<file path="src/rtl/signed_display_driver_if.sv">
// signed_display_driver_if: value handshake and status bundle for the signed display driver
interface signed_display_driver_if #(parameter int WIDTH = 16);
  logic             valid;
  logic [WIDTH-1:0] data;
  logic             ready;
  logic             done;
  logic             sign;
  logic             overflow;
  modport master (output valid, data, input ready, done, sign, overflow);
  modport slave (input valid, data, output ready, done, sign, overflow);
endinterface

</file>
<file path="src/rtl/signed_display_driver.sv">
// signed_display_driver: signed value -> sign-magnitude -> sequential BCD -> multiplexed 7-segment display
module signed_display_driver #(
  parameter int WIDTH       = 16,
  parameter int DIGITS      = 4,
  parameter int REFRESH_DIV = 50000,
  parameter int BLANK_ZEROS = 1
) (
  input  logic                     clk,
  input  logic                     rst,
  signed_display_driver_if.slave   bus,
  output logic [6:0]               segments,
  output logic [DIGITS-1:0]        display_select
);
  localparam int NB = (WIDTH + 2) / 3;
  localparam int BW = 4 * NB;
  localparam int DW = 4 * DIGITS;
  localparam int EW = BW > DW ? BW : DW;
  localparam int CW = $clog2(WIDTH + 1);
  localparam int RW = $clog2(REFRESH_DIV);
  localparam int IW = DIGITS > 1 ? $clog2(DIGITS) : 1;
  typedef enum logic [1:0] {IDLE, CONVERT, DONE} state_t;
  state_t           r_state, w_next;
  logic [WIDTH-1:0] r_mag;
  logic [BW-1:0]    r_bcd, w_adj;
  logic [CW-1:0]    r_cnt;
  logic             r_sign_in, r_sign, r_ovf, w_ovf, w_blank;
  logic [DW-1:0]    r_disp;
  logic [EW-1:0]    w_ext;
  logic [RW-1:0]    r_rcnt;
  logic [IW-1:0]    r_idx;
  logic [3:0]       w_nib;
  logic [6:0]       w_seg;
  function automatic logic [6:0] seg7(input logic [3:0] n);
    case (n)
      4'd0: seg7 = 7'b1000000;
      4'd1: seg7 = 7'b1111001;
      4'd2: seg7 = 7'b0100100;
      4'd3: seg7 = 7'b0110000;
      4'd4: seg7 = 7'b0011001;
      4'd5: seg7 = 7'b0010010;
      4'd6: seg7 = 7'b0000010;
      4'd7: seg7 = 7'b1111000;
      4'd8: seg7 = 7'b0000000;
      4'd9: seg7 = 7'b0010000;
      default: seg7 = 7'b1111111;
    endcase
  endfunction
  always_ff @(posedge clk or negedge rst)
    if (!rst) r_state <= IDLE;
    else      r_state <= w_next;
  always_comb begin
    w_next = r_state == IDLE    ? (bus.valid ? CONVERT : IDLE) :
             r_state == CONVERT ? (r_cnt == CW'(1) ? DONE : CONVERT) : IDLE;
  end
  assign bus.ready    = r_state == IDLE;
  assign bus.done     = r_state == DONE;
  assign bus.sign     = r_sign;
  assign bus.overflow = r_ovf;
  always_comb begin
    w_adj = r_bcd;
    for (int i = 0; i < NB; i++)
      w_adj[4*i +: 4] = r_bcd[4*i +: 4] >= 4'd5 ? r_bcd[4*i +: 4] + 4'd3 : r_bcd[4*i +: 4];
  end
  assign w_ext = EW'(r_bcd);
  generate
    if (EW > DW) begin : g_ovf
      assign w_ovf = |w_ext[EW-1:DW];
    end else begin : g_no_ovf
      assign w_ovf = 1'b0;
    end
  endgenerate
  always_ff @(posedge clk or negedge rst)
    if (!rst) begin
      r_mag     <= '0;
      r_bcd     <= '0;
      r_cnt     <= '0;
      r_sign_in <= 1'b0;
      r_disp    <= '0;
      r_sign    <= 1'b0;
      r_ovf     <= 1'b0;
    end else begin
      if (r_state == IDLE && bus.valid) begin
        r_sign_in <= bus.data[WIDTH-1];
        r_mag     <= bus.data[WIDTH-1] ? -bus.data : bus.data;
        r_bcd     <= '0;
        r_cnt     <= CW'(WIDTH);
      end
      if (r_state == CONVERT) begin
        {r_bcd, r_mag} <= {w_adj, r_mag} << 1;
        r_cnt          <= r_cnt - CW'(1);
      end
      if (r_state == DONE) begin
        r_disp <= w_ext[DW-1:0];
        r_sign <= r_sign_in;
        r_ovf  <= w_ovf;
      end
    end
  // A digit is a leading zero exactly when it and everything above it is zero.
  assign w_nib   = r_disp[{r_idx, 2'b00} +: 4];
  assign w_blank = BLANK_ZEROS != 0 && r_idx != '0 && (r_disp >> {r_idx, 2'b00}) == '0;
  assign w_seg   = r_ovf ? 7'b0111111 : w_blank ? 7'b1111111 : seg7(w_nib);
  always_ff @(posedge clk or negedge rst)
    if (!rst) begin
      r_rcnt         <= '0;
      r_idx          <= '0;
      segments       <= 7'h7F;
      display_select <= '1;
    end else if (r_rcnt == RW'(REFRESH_DIV - 1)) begin
      r_rcnt         <= '0;
      r_idx          <= r_idx == IW'(DIGITS - 1) ? '0 : r_idx + IW'(1);
      segments       <= w_seg;
      display_select <= ~(DIGITS'(1) << r_idx);
    end else begin
      r_rcnt <= r_rcnt + RW'(1);
    end
endmodule
</file>
<file path="src/flat_wrapper.sv">
// flat-port wrapper written by rule: the top's interface ports become plain ports
module signed_display_driver_flat 
#(
  parameter int WIDTH       = 16,
  parameter int DIGITS      = 4,
  parameter int REFRESH_DIV = 50000,
  parameter int BLANK_ZEROS = 1
)
  (clk, rst, segments, display_select, bus_valid, bus_data, bus_ready, bus_done, bus_sign, bus_overflow);
  signed_display_driver_if #(.WIDTH(WIDTH)) bus_i ();
  input  logic clk;
  input  logic rst;
  output logic [6:0] segments;
  output logic [DIGITS-1:0] display_select;
  input wire logic [$bits(bus_i.valid)-1:0] bus_valid;
  input wire logic [$bits(bus_i.data)-1:0] bus_data;
  output wire logic [$bits(bus_i.ready)-1:0] bus_ready;
  output wire logic [$bits(bus_i.done)-1:0] bus_done;
  output wire logic [$bits(bus_i.sign)-1:0] bus_sign;
  output wire logic [$bits(bus_i.overflow)-1:0] bus_overflow;
  assign bus_i.valid = bus_valid;
  assign bus_i.data = bus_data;
  assign bus_ready = bus_i.ready;
  assign bus_done = bus_i.done;
  assign bus_sign = bus_i.sign;
  assign bus_overflow = bus_i.overflow;
  signed_display_driver #(.WIDTH(WIDTH), .DIGITS(DIGITS), .REFRESH_DIV(REFRESH_DIV), .BLANK_ZEROS(BLANK_ZEROS)) u_core (.clk(clk), .rst(rst), .bus(bus_i), .segments(segments), .display_select(display_select));
endmodule
</file>
<file path="config.mk">
export PLATFORM = sky130hd
export DESIGN_NAME = signed_display_driver_flat
export DESIGN_NICKNAME = d
export VERILOG_FILES = /design/src/rtl/signed_display_driver_if.sv /design/src/rtl/signed_display_driver.sv /design/src/flat_wrapper.sv
export SDC_FILE = /design/constraint.sdc
export NUM_CORES = 1
export LEC_CHECK = 0
export ABC_AREA = 1
export CAP_MARGIN = 15
export CORE_UTILIZATION = 30
export DETAILED_ROUTE_END_ITERATION = 12
export SLEW_MARGIN = 30
export SYNTH_ARGS = -nofsm -noshare
export SYNTH_HDL_FRONTEND = slang
export SYNTH_SLANG_ARGS = --single-unit
</file>
<file path="constraint.sdc">
create_clock -name clk -period 2 [get_ports clk]
set_clock_uncertainty 0.2 [all_clocks]
set_input_delay 0.4 -clock clk [delete_from_list [all_inputs] [get_ports clk]]
set_output_delay 0.4 -clock clk [all_outputs]
set_load 0.005 [all_outputs]
</file>
# After elaboration in Yosys (flattened, before gate mapping)
# Memories as Yosys holds them, arrays and structs flattened.
# Index checks and enable logic that the tools add are counted.
# word_totals
out_inout_bits	15
reg_bits	95
wordCells	66
mem_bits_ro	112
n_memories	1
# op_classes
shifts	3
eq_ne	5
order_cmp	6
addsub	10
n_bitwise	1
mux	21
n_reduce_logical	7
# memory_table
memory	depth	width	read_ports	rd_ports_with_merged_regs	wr	line_no	text
(no name shown)	16	7	1	0	0	signed_display_driver.sv:34	case (n)
# ops
operator	n
$mux W16	4
$mux W24	2
$ge A4 B3 Y1 const B	6
$add A4 B2 Y4 const B	5
$mux W4	5
$add A16 B1 Y16 const B	1
$eq A16 B16 Y1 const B	1
$logic_not A16 Y1	1
$neg A16 Y16	1
$shiftx A16 B5 Y4	1
$shr A16 B4 Y16	1
$mux W7	2
$mux W5	2
$mux W2	4
$reduce_or A8 Y1	1
$eq A5 B1 Y1 const B	1
$sub A5 B1 Y5 const B	1
$eq A2 B2 Y1 const B	2
$not A4 Y4	1
$reduce_bool A2 Y1	2
$shl A1 B2 Y4 const A	1
$add A3 B2 Y3 const B	1
$mux W3	1
$add A2 B1 Y2 const B	1
other kinds (4)	5

# Logic depth before layout (Yosys ltp)
# Gate-level depths: netlist of the first run.
# depth
word_depth	5
depth_mapped	14
depth_no_buf	14

# Worst setup path after synthesis of the first run
# No wires, ideal clock.
# synth_path
path_kind	reg-to-reg
startpoint	register u_core.r_idx[0]
endpoint	register u_core.segments[0]
path_buffers	1
stages_incl_launch_ff	15
setup_time_ns	0.067
slack_ns	0.014
t_arrival_ns	1.719
cell_sequence	dfrtp_1 buf_6 nand2_1 nand2_1 nand2_1 nand2_1 inv_1 ha_1 nor3b_1 nand3_1 nor2_1 nand2_1 nand2_2 nor2_1 nor2_1
# synth_between
elab_chain_len	5
word_cells_on_any_way	8
classes_between	2 x shift; 2 x mux; 3 x reduce/logical; 1 x memory
# synth_lines
item	line_no	text
from (decl)	signed_display_driver.sv:30	logic [IW-1:0] r_idx;
from (signal assigned)	signed_display_driver.sv:110	r_idx <= r_idx == IW'(DIGITS - 1) ? '0 : r_idx + IW'(1);
branches (longest 3 deep; another with $mem_v2 Z16 W7)	-	
$mux W7 * (2 in series)	signed_display_driver.sv:101	assign w_seg = r_ovf ? 7'b0111111 : w_blank ? 7'b1111111 : seg7(w_nib);
to (signal assigned)	signed_display_driver.sv:111	segments <= w_seg;
to (decl)	signed_display_driver.sv:11	output logic [6:0] segments,
# Mark *: on every way between the ends.
# A chain may end at the register's enable or synchronous reset.

# Worst setup path after layout of the first run
# layout_path
startpoint	register u_core.display_select[1]
endpoint	output display_select[1]
# layout_lines
item	line_no	text
from (decl)	signed_display_driver.sv:12	output logic [DIGITS-1:0] display_select
from (signal assigned)	signed_display_driver.sv:112	display_select <= ~(DIGITS'(1) << r_idx);
to (decl)	flat_wrapper.sv:14	output logic [DIGITS-1:0] display_select;
# No word-level cell between the ends.

==> results.toml, run 1 <==
[clocking]
numCtsBuffers = 9
cts_tree = "done"
cts_root_buffer = "clkbuf_16"
cts.sinks = 95
clk_pin_slew_ns = 0.06
h-tree-depth = 3
clock_latency_ns = 0.35
cts_buffer_depth = 2

[worst_hold_path]
hp-start = "u_core.display_select[3]"
hold_path_class = "register to register"

[power]
vdd_drop_max_mv = 0.548
p_leak_nw = 3.29
total_power_w = 0.00747
p_per_area_mw_per_mm2 = 1130

[yosys]
synth_cell_types = 42
postSynthCellCount = 666
seq_area_frac_synth_pct = 44.7
avgSynthCellArea_sq_um = 8.02
yosysWarnings = 0
ys_top_cells_by_area = "dfrtp_1, nand2_1, ha_1"
ys_seq_elements = 95
syn_area_sq_mm = 0.00534
synth_top_area_share_pct = 39.3
synth_area_leader_cell = "dfrtp_1"
syn_nets = 712

[setup_path]
setup.worst_path.class = "register to output pin"
worstPathArrival_ns = 1.36
cp_top_family = "flip-flops"
r2r_start = "u_core.r_idx[0]"
cp_data_required_time_ns = 1.40
critPathSlowestCell = "dfstp_2"
cpPeakStageDelay_ns = 0.52
cp_num_buf_inv = 1
end_kind = "output pin"
crit_chain = "clkdlybuf4s50_1"
worstPathMaxFanout = 2
critPathLaunch = "u_core.display_select[1]"
cp-start-kind = "register"

[detailed_routing]
ant_nets = 0
viasPerCell = 4.57
vias = 4413
wl_mm = 11.1
routedWlPerCell_microns = 11.5
first_pass_iters = 6
drc = 0
dr.first_iter.drc_count = 232

[layout]
stdcell_area_sq_mm = 0.00660
layoutNonFillerInstCount = 965
utilization_pct = 38.0
nFillCells = 1794
fin_nets = 781
syn_to_final_growth_pct = 23.4
layout-drive-gt1-share_pct = 17.2
diodes = 0

[floorplan]
chipWidth_microns = 135
dieHeight_microns = 135
io_pins = 34
core_sq_mm = 0.0174
rows = 48
dieArea_sq_mm = 0.0184
start_util_pct = 30.8

[job]
cap_violations = 0

[sta]
worst_pin_slew_ns = 0.461
relSlewSlack_pct = 69.3
rsz0062_at_grt = "yes"
fin_crit_ns = 1.96
layout_setup_ws_ns = 0.0407
fmax_mhz = 510
hold_viol = 0
finalCritPeriodShare_pct = 98.0
slew_viol_final = 0
setup_viol = 0

[grt]
grt_usage_pct = 13.4
grt_pass1_vias = 4206
gr-total-overflow = 0
grt_start_max_net_pins = 36
antenna_found_initial = 0
grt_pass1_wl_mm = 19.6

[place]
gp_congestion = 0.832
dp_slack_ns = -0.173
dpl.cell_count = 945
place_area_sq_mm = 0.00617
hpwlAfterDp_mm = 8.02
io_buffer_count = 33

[status]
outcome = "complete, no violations"
==> Yosys cell counts, drive strengths merged <==
| master | instances |
|---|---|
| nand2 | 152 |
| inv | 90 |
| dfrtp | 84 |
| o21ai | 72 |
| nor2 | 67 |
| nand3 | 43 |
| ha | 27 |
| a21oi | 18 |
| xor2 | 17 |
| a22oi | 13 |
| dfstp | 11 |
| nor3 | 11 |
| clkbuf | 9 |
| buf | 8 |
| nand4 | 8 |
| o22ai | 8 |
| nor4 | 5 |
| o32ai | 5 |
| or2 | 5 |
| nand3b | 4 |
| o211ai | 2 |
| a22o | 1 |
| a32o | 1 |
| clkinv | 1 |
| mux2i | 1 |
| nor3b | 1 |
| o221ai | 1 |
| xnor2 | 1 |
==> state kept, by name, indices dropped and copies added, names as in the netlist <==
| name | cells |
|---|---|
| u_core.r_bcd | 24 |
| u_core.r_mag | 16 |
| u_core.r_rcnt | 16 |
| u_core.r_disp | 16 |
| u_core.bus.sign | 1 |
| u_core.r_state | 2 |
| u_core.bus.overflow | 1 |
| u_core.r_idx | 2 |
| u_core.r_cnt | 5 |
| u_core.segments | 7 |
| u_core.r_sign_in | 1 |
| u_core.display_select | 4 |
==> path summary, 6_finish.rpt <==
path                                            end  slack (ns)  cells past startpoint
hold reg to reg            u_core.display_select[3]        0.26                      2
min in group asynchronous          u_core.r_disp[8]        0.35                      2
setup / recovery                  display_select[1]        0.04                      1
hold / removal             u_core.display_select[3]        0.26                      2
setup reg to reg                 u_core.segments[1]        0.06                     13
max in group asynchronous           u_core.r_idx[1]        0.64                      3
==> placed cells by master, fill, tap and decap left out, types with 5 or more instances in the layout <==
cell               n
nand2_1          136
dfrtp_1           82
inv_1             80
o21ai_0           63
nor2_1            56
buf_4             38
nand3_1           37
ha_1              24
clkdlybuf4s50_1   20
xor2_1            17
a21oi_1           16
nand2_2           13
a22oi_1           13
dfstp_2           11
nor3_1            10
inv_2              9
clkbuf_16          9
dlymetal6s2s_1     9
nor2_2             8
o22ai_1            8
o21ai_1            8
nand3_2            6
nand4_1            6
nor4_1             5
o32ai_1            5
==> stage by stage <==
stage               setup TNS [ns]  hold WS, ns
finish                           0        0.263
global route                -0.225        0.298
CTS                              0        0.267
detailed placement          -0.817        0.192
global placement            -0.608        0.185
floorplan                        0      -0.0956
==> routing by layer <==
metal | wire length [microns] | part of all wire, % | global-route usage [%]
met1 | 5610 | 50 | 17.8
met2 | 4940 | 44 | 21.3
met3 | 464 | 4.2 | 3.85
met4 | 121 | 1.1 | 3.37
met5 | 0 | 0 | 0
==> cells by family (layout without fill, tap and decap cells) <==
family,after synthesis,count (layout),share of synthesized area (%)
xor gates and xnor gates,18,18,2.95
buffers and inverters,108,182,7.94
and+or+nand+nor,296,296,24.8
DFF,95,95,44.7
muxes,1,1,0.187
AOI/OAI and AO/OA,121,121,13.0
adders and majority gates,27,27,6.32
==> layout make-up <==
class	count	area (sq um)	share of cell area, %
multi-input cells	463	2620	39.7
flip-flops and latches	95	2390	36.3
repair buffers	75	688	10.4
inverters	91	344	5.22
well taps	225	282	4.27
clock buffers	10	229	3.47
clock inverters	6	41.3	0.626
==> power by group <==
part           switching [W]  internal (W)
clock network       0.000775      0.000851
registers           0.000422       0.00252
logic                0.00173       0.00117
total                0.00293       0.00454
==> timing repair <==
| item | CTS | global route |
|---|---|---|
| hold buffers | 1 | 0 |
| endpoints found under the setup margin | 10 | 17 |
| pin swaps | 1 | 19 |
| setup buffers | 1 | 2 |
| endpoints found under the hold margin | 19 | 0 |
| gates resized for setup | 6 | 40 |
Power figures use the tool's default switching activity.
==> inputs of run 2 (changes only) <==
Settings changed: CORE_ASPECT_RATIO set to 1.5, CORE_UTILIZATION 30 to 50, PLACE_DENSITY set to 0.72, REMOVE_ABC_BUFFERS set to 1.
==> results.toml, run 2 (synthesized netlist as in run 1, its figures left out) <==
[status]
outcome = "finished, violations left"
violations = "setup timing"

[sta]
slew_viol_final = 0
fin_crit_ns = 2.08
relSlewSlack_pct = 75.8
layout_setup_ws_ns = -0.0776
finalCritPeriodShare_pct = 104
fmax_mhz = 481
setup_viol = 7
hold_viol = 0
whs_ns = 0.260
rsz0062_at_grt = "yes"
worst_pin_slew_ns = 0.362

[grt]
grt_pass1_wl_mm = 19.6
gr-total-overflow = 0
grt_pass1_vias = 4570
grt_start_max_net_pins = 36
antenna_found_initial = 0
grt_usage_pct = 22.3

[setup_path]
cpPeakStageDelay_ns = 0.44
worstPathArrival_ns = 2.15
end_kind = "register"
worstPathMaxFanout = 6
cp-start-kind = "register"
setup.worst_path.class = "register to register"
cp_common_cell = "nand2_2"
crit_chain = "inv_4, nand2_2, nand2_2, nand2_2, nand2_2, inv_2, ha_4, nor3b_4, nand3_1, nor2_1, nand2_2, nand2_2, nor2_2, nor2_1"
critPathSlowestCell = "dfrtp_2"
cp_data_required_time_ns = 2.07

[clocking]
clock_latency_ns = 0.34
h-tree-depth = 3
cts.sinks = 95
numCtsBuffers = 9
cts_buffer_depth = 2
clk_pin_slew_ns = 0.06
cts_root_buffer = "clkbuf_16"
cts_tree = "done"

[layout]
fin_nets = 779
final_cell_mix = "nand2_1, dfrtp_1, inv_1"
largest_register = "u_core.r_bcd"
nFillCells = 913
layout_commonest_cell = "nand2_1"
diodes = 0
largest_register_ffs = 24
layout-drive-gt1-share_pct = 15.9
syn_to_final_growth_pct = 21.6
layoutNonFillerInstCount = 879

[floorplan]
chipWidth_microns = 86.4
rows = 45
core_sq_mm = 0.0102
dieArea_sq_mm = 0.0111
dieHeight_microns = 129
start_util_pct = 52.1
io_pins = 34

[place]
io_buffer_count = 33
hpwlAfterDp_mm = 8.39
gp_congestion = 0.941
dpl.cell_count = 856

[detailed_routing]
routedWlPerCell_microns = 13.3
dr.first_iter.drc_count = 202
first_pass_iters = 6
viasPerCell = 5.29
wl_mm = 11.7
ant_nets = 0
drc = 0
vias = 4648

[job]
cap_violations = 0

[power]
vdd_drop_max_mv = 0.538
p_per_area_mw_per_mm2 = 1170
p_leak_nw = 3.15

[worst_hold_path]
hold_path_class = "primary input to asynchronous set/reset pin"
-- run 2: changes by cell type in the layout (fill, tap and decap cells not counted), sizes merged --
cell,before,now
buf,42,40
bufinv,0,1
clkbuf,10,15
clkdlybuf4s50,20,29
clkinv,4,1
dlygate4sd2,3,1
dlymetal6s2s,9,2
inv,93,90
-- run 2: routing by layer --
layer	GRT usage [%]	wire length [microns]	up-vias
met2	41.7	6420	92
li1	-	-	2313
met4	11.5	397	0
met1	23.2	4500	2213
met3	4.49	333	30
met5	0	0	-
-- run 2: critical path, delay by kind of cell (launching register included) --
kind                       cells  cell delay [ns]
adders and majority gates      1             0.13
buffers and inverters          2             0.15
DFF                            1             0.44
and+or+nand+nor               11             1.09
-- run 2: through the flow --
stage	util [%]	TNS, ns	power, W	instance area (sq um)	setup slack [ns]
floorplan	-	-6.37	0.00493	5260	-0.318
global placement	58.9	-0.685	0.00568	6040	-0.135
detailed placement	58.9	-1.69	0.00583	6040	-0.192
CTS	62.2	0	0.00756	6370	0.00941
global route	63.4	-0.971	0.00826	6500	-0.178
finish	63.4	-0.376	0.00763	6500	-0.0776
-- run 2: worst paths after layout --
path,start,end,slack (ns),cells past startpoint
max in group asynchronous,rst,u_core.r_disp[3],0.81,3
setup reg to reg,u_core.r_idx[0],u_core.segments[5],-0.08,14
hold / removal,rst,u_core.r_rcnt[9],0.26,2
hold reg to reg,u_core.r_rcnt[0],u_core.r_rcnt[0],0.26,1
min in group clk,u_core.r_rcnt[0],u_core.r_rcnt[0],0.26,1
setup / recovery,u_core.r_idx[0],u_core.segments[5],-0.08,14
-- run 2: cell type report --
class / instances / area (sq um) / share of cell area [%]
multi-input cells: 463 / 2640 / 40.6
flip-flops and latches: 95 / 2390 / 36.8
repair buffers: 73 / 671 / 10.3
inverters: 91 / 344 / 5.30
clock buffers: 15 / 248 / 3.81
well taps: 141 / 176 / 2.72
clock inverters: 1 / 30.0 / 0.462
-- run 2: power breakdown --
part | switching, W | internal, W | leakage [nW]
combinational | 0.00183 | 0.00120 | 1.85
sequential | 0.000422 | 0.00252 | 1.17
clock | 0.000684 | 0.000973 | 0.132
total | 0.00293 | 0.00470 | 3.15
-- run 2: timing repair --
action / in CTS / in global routing
endpoints found under the setup margin: 9 / 14
hold endpoints to repair: 62 / 0
gates resized for setup: 10 / 26
hold buffers: 1 / 0
buffers inserted: 3 / 3
pin swaps: 6 / 12
==> inputs of run 3 (changes only) <==
Settings changed: CORE_UTILIZATION 50 to 54, PLACE_DENSITY 0.72 to 0.77.
==> results.toml, run 3 (synthesized netlist as in run 1, its figures left out) <==
[layout]
layout_commonest_cell = "nand2_1"
nFillCells = 796
diodes = 0
layoutNonFillerInstCount = 856
syn_to_final_growth_pct = 20.7
final_cell_mix = "nand2_1, dfrtp_1, inv_1"
largest_register_ffs = 24
fin_nets = 782
layout-drive-gt1-share_pct = 16.1
largest_register = "u_core.r_bcd"

[grt]
gr-total-overflow = 0
grt_pass1_vias = 4585
grt_pass1_wl_mm = 19.4
grt_start_max_net_pins = 62
grt_usage_pct = 23.3
antenna_found_initial = 0

[detailed_routing]
first_pass_iters = 4
routedWlPerCell_microns = 13.5
viasPerCell = 5.42
vias = 4638
ant_nets = 0
drc = 0
dr.first_iter.drc_count = 172
wl_mm = 11.5

[place]
io_buffer_count = 33
hpwlAfterDp_mm = 8.35
gp_congestion = 0.835
dpl.cell_count = 833

[setup_path]
worstPathArrival_ns = 2.14
setup.worst_path.class = "register to register"
worstPathMaxFanout = 5
cp-start-kind = "register"
cp_data_required_time_ns = 2.08
end_kind = "register"
rrSetupSlack_ns = -0.07

[power]
total_power_w = 0.00770
p_leak_nw = 3.14
vdd_drop_max_mv = 0.910
p_per_area_mw_per_mm2 = 1190

[sta]
setup_viol = 7
finalCritPeriodShare_pct = 103
fin_crit_ns = 2.07
relSlewSlack_pct = 78.5
slew_viol_final = 0
fmax_mhz = 484
worst_pin_slew_ns = 0.319
layout_setup_ws_ns = -0.0675
rsz0062_at_grt = "yes"
hold_viol = 0

[job]
cap_violations = 0

[clocking]
clock_latency_ns = 0.34
numCtsBuffers = 9
cts.sinks = 95
clk_pin_slew_ns = 0.07
cts_tree = "done"
cts_buffer_depth = 2
cts_root_buffer = "clkbuf_16"
h-tree-depth = 3

[worst_hold_path]
hold_path_class = "register to register"

[floorplan]
core_sq_mm = 0.00963
start_util_pct = 55.5
io_pins = 34
rows = 44
chipWidth_microns = 83.2
dieArea_sq_mm = 0.0103
dieHeight_microns = 124

[status]
outcome = "finished, violations left"
violations = "setup timing"
==> run 3: worst paths after layout <==
kind	from	endpoint	cells past startpoint
worst min-delay path	u_core.r_rcnt[0]	u_core.r_rcnt[0]	1
max in group asynchronous	rst	u_core.display_select[3]	3
worst min register to register	u_core.r_rcnt[0]	u_core.r_rcnt[0]	1
worst max-delay path	u_core.r_idx[0]	u_core.segments[5]	12
min in group asynchronous	rst	u_core.r_rcnt[2]	2
worst max register to register	u_core.r_idx[0]	u_core.segments[5]	12
==> run 3: layout make-up <==
type / instances / area (sq um) / area share, %
tap: 115 / 144 / 2.23
clock buffer: 11 / 253 / 3.92
sequential: 95 / 2390 / 37.1
multi-input combinational: 463 / 2590 / 40.2
clock inverter: 5 / 56.3 / 0.873
timing repair buffer: 76 / 671 / 10.4
inverter: 91 / 344 / 5.33
==> run 3: power by group <==
group	total [W]	leakage, nW	internal [W]	switching, W
combinational	0.00301	1.82	0.00120	0.00181
sequential	0.00295	1.17	0.00252	0.000430
clock	0.00174	0.152	0.00103	0.000709
total	0.00770	3.14	0.00475	0.00295
==> run 3: metal layers <==
metal / share of wire (%) / vias up / track usage (%)
li1: - / 2319 / -
met1: 40 / 2192 / 24.4
met2: 54 / 88 / 44.5
met3: 2.2 / 39 / 2.85
met4: 3.9 / 0 / 14.3
met5: 0 / - / 0
==> run 3: what timing repair did <==
| action | in CTS | in global routing |
|---|---|---|
| hold buffers | 1 | 0 |
| buffers inserted | 0 | 5 |
| gates cloned | 0 | 1 |
| gates resized for setup | 6 | 18 |
| endpoints found under the setup margin | 9 | 11 |
| pin swaps | 1 | 13 |
| endpoints found under the hold margin | 17 | 0 |
==> run 3: worst max-delay path: stages (launching register included) <==
cell and delay [ns]:
dfrtp_2 0.44, buf_6 0.15, nand2_1 0.05, nand3_1 0.12
nand2_2 0.13, ha_4 0.15, nor3b_4 0.20, nand3_2 0.10
nor2_2 0.11, nand2_2 0.10, nand2_2 0.09, nor2_1 0.05
nor2_1 0.09
==> run 3: stage by stage <==
step | TNS (ns) | hold slack (ns) | cell area, sq um | utilization [%] | worst slack, ns
global route | -1.03 | 0.288 | 6450 | 67.0 | -0.167
global placement | -0.791 | 0.0891 | 6020 | 62.4 | -0.146
floorplan | -6.37 | -0.0956 | 5260 | - | -0.318
detailed placement | -1.52 | 0.0915 | 6020 | 62.4 | -0.188
CTS | 0 | 0.269 | 6350 | 65.9 | 0.000825
finish | -0.258 | 0.262 | 6450 | 67.0 | -0.0675
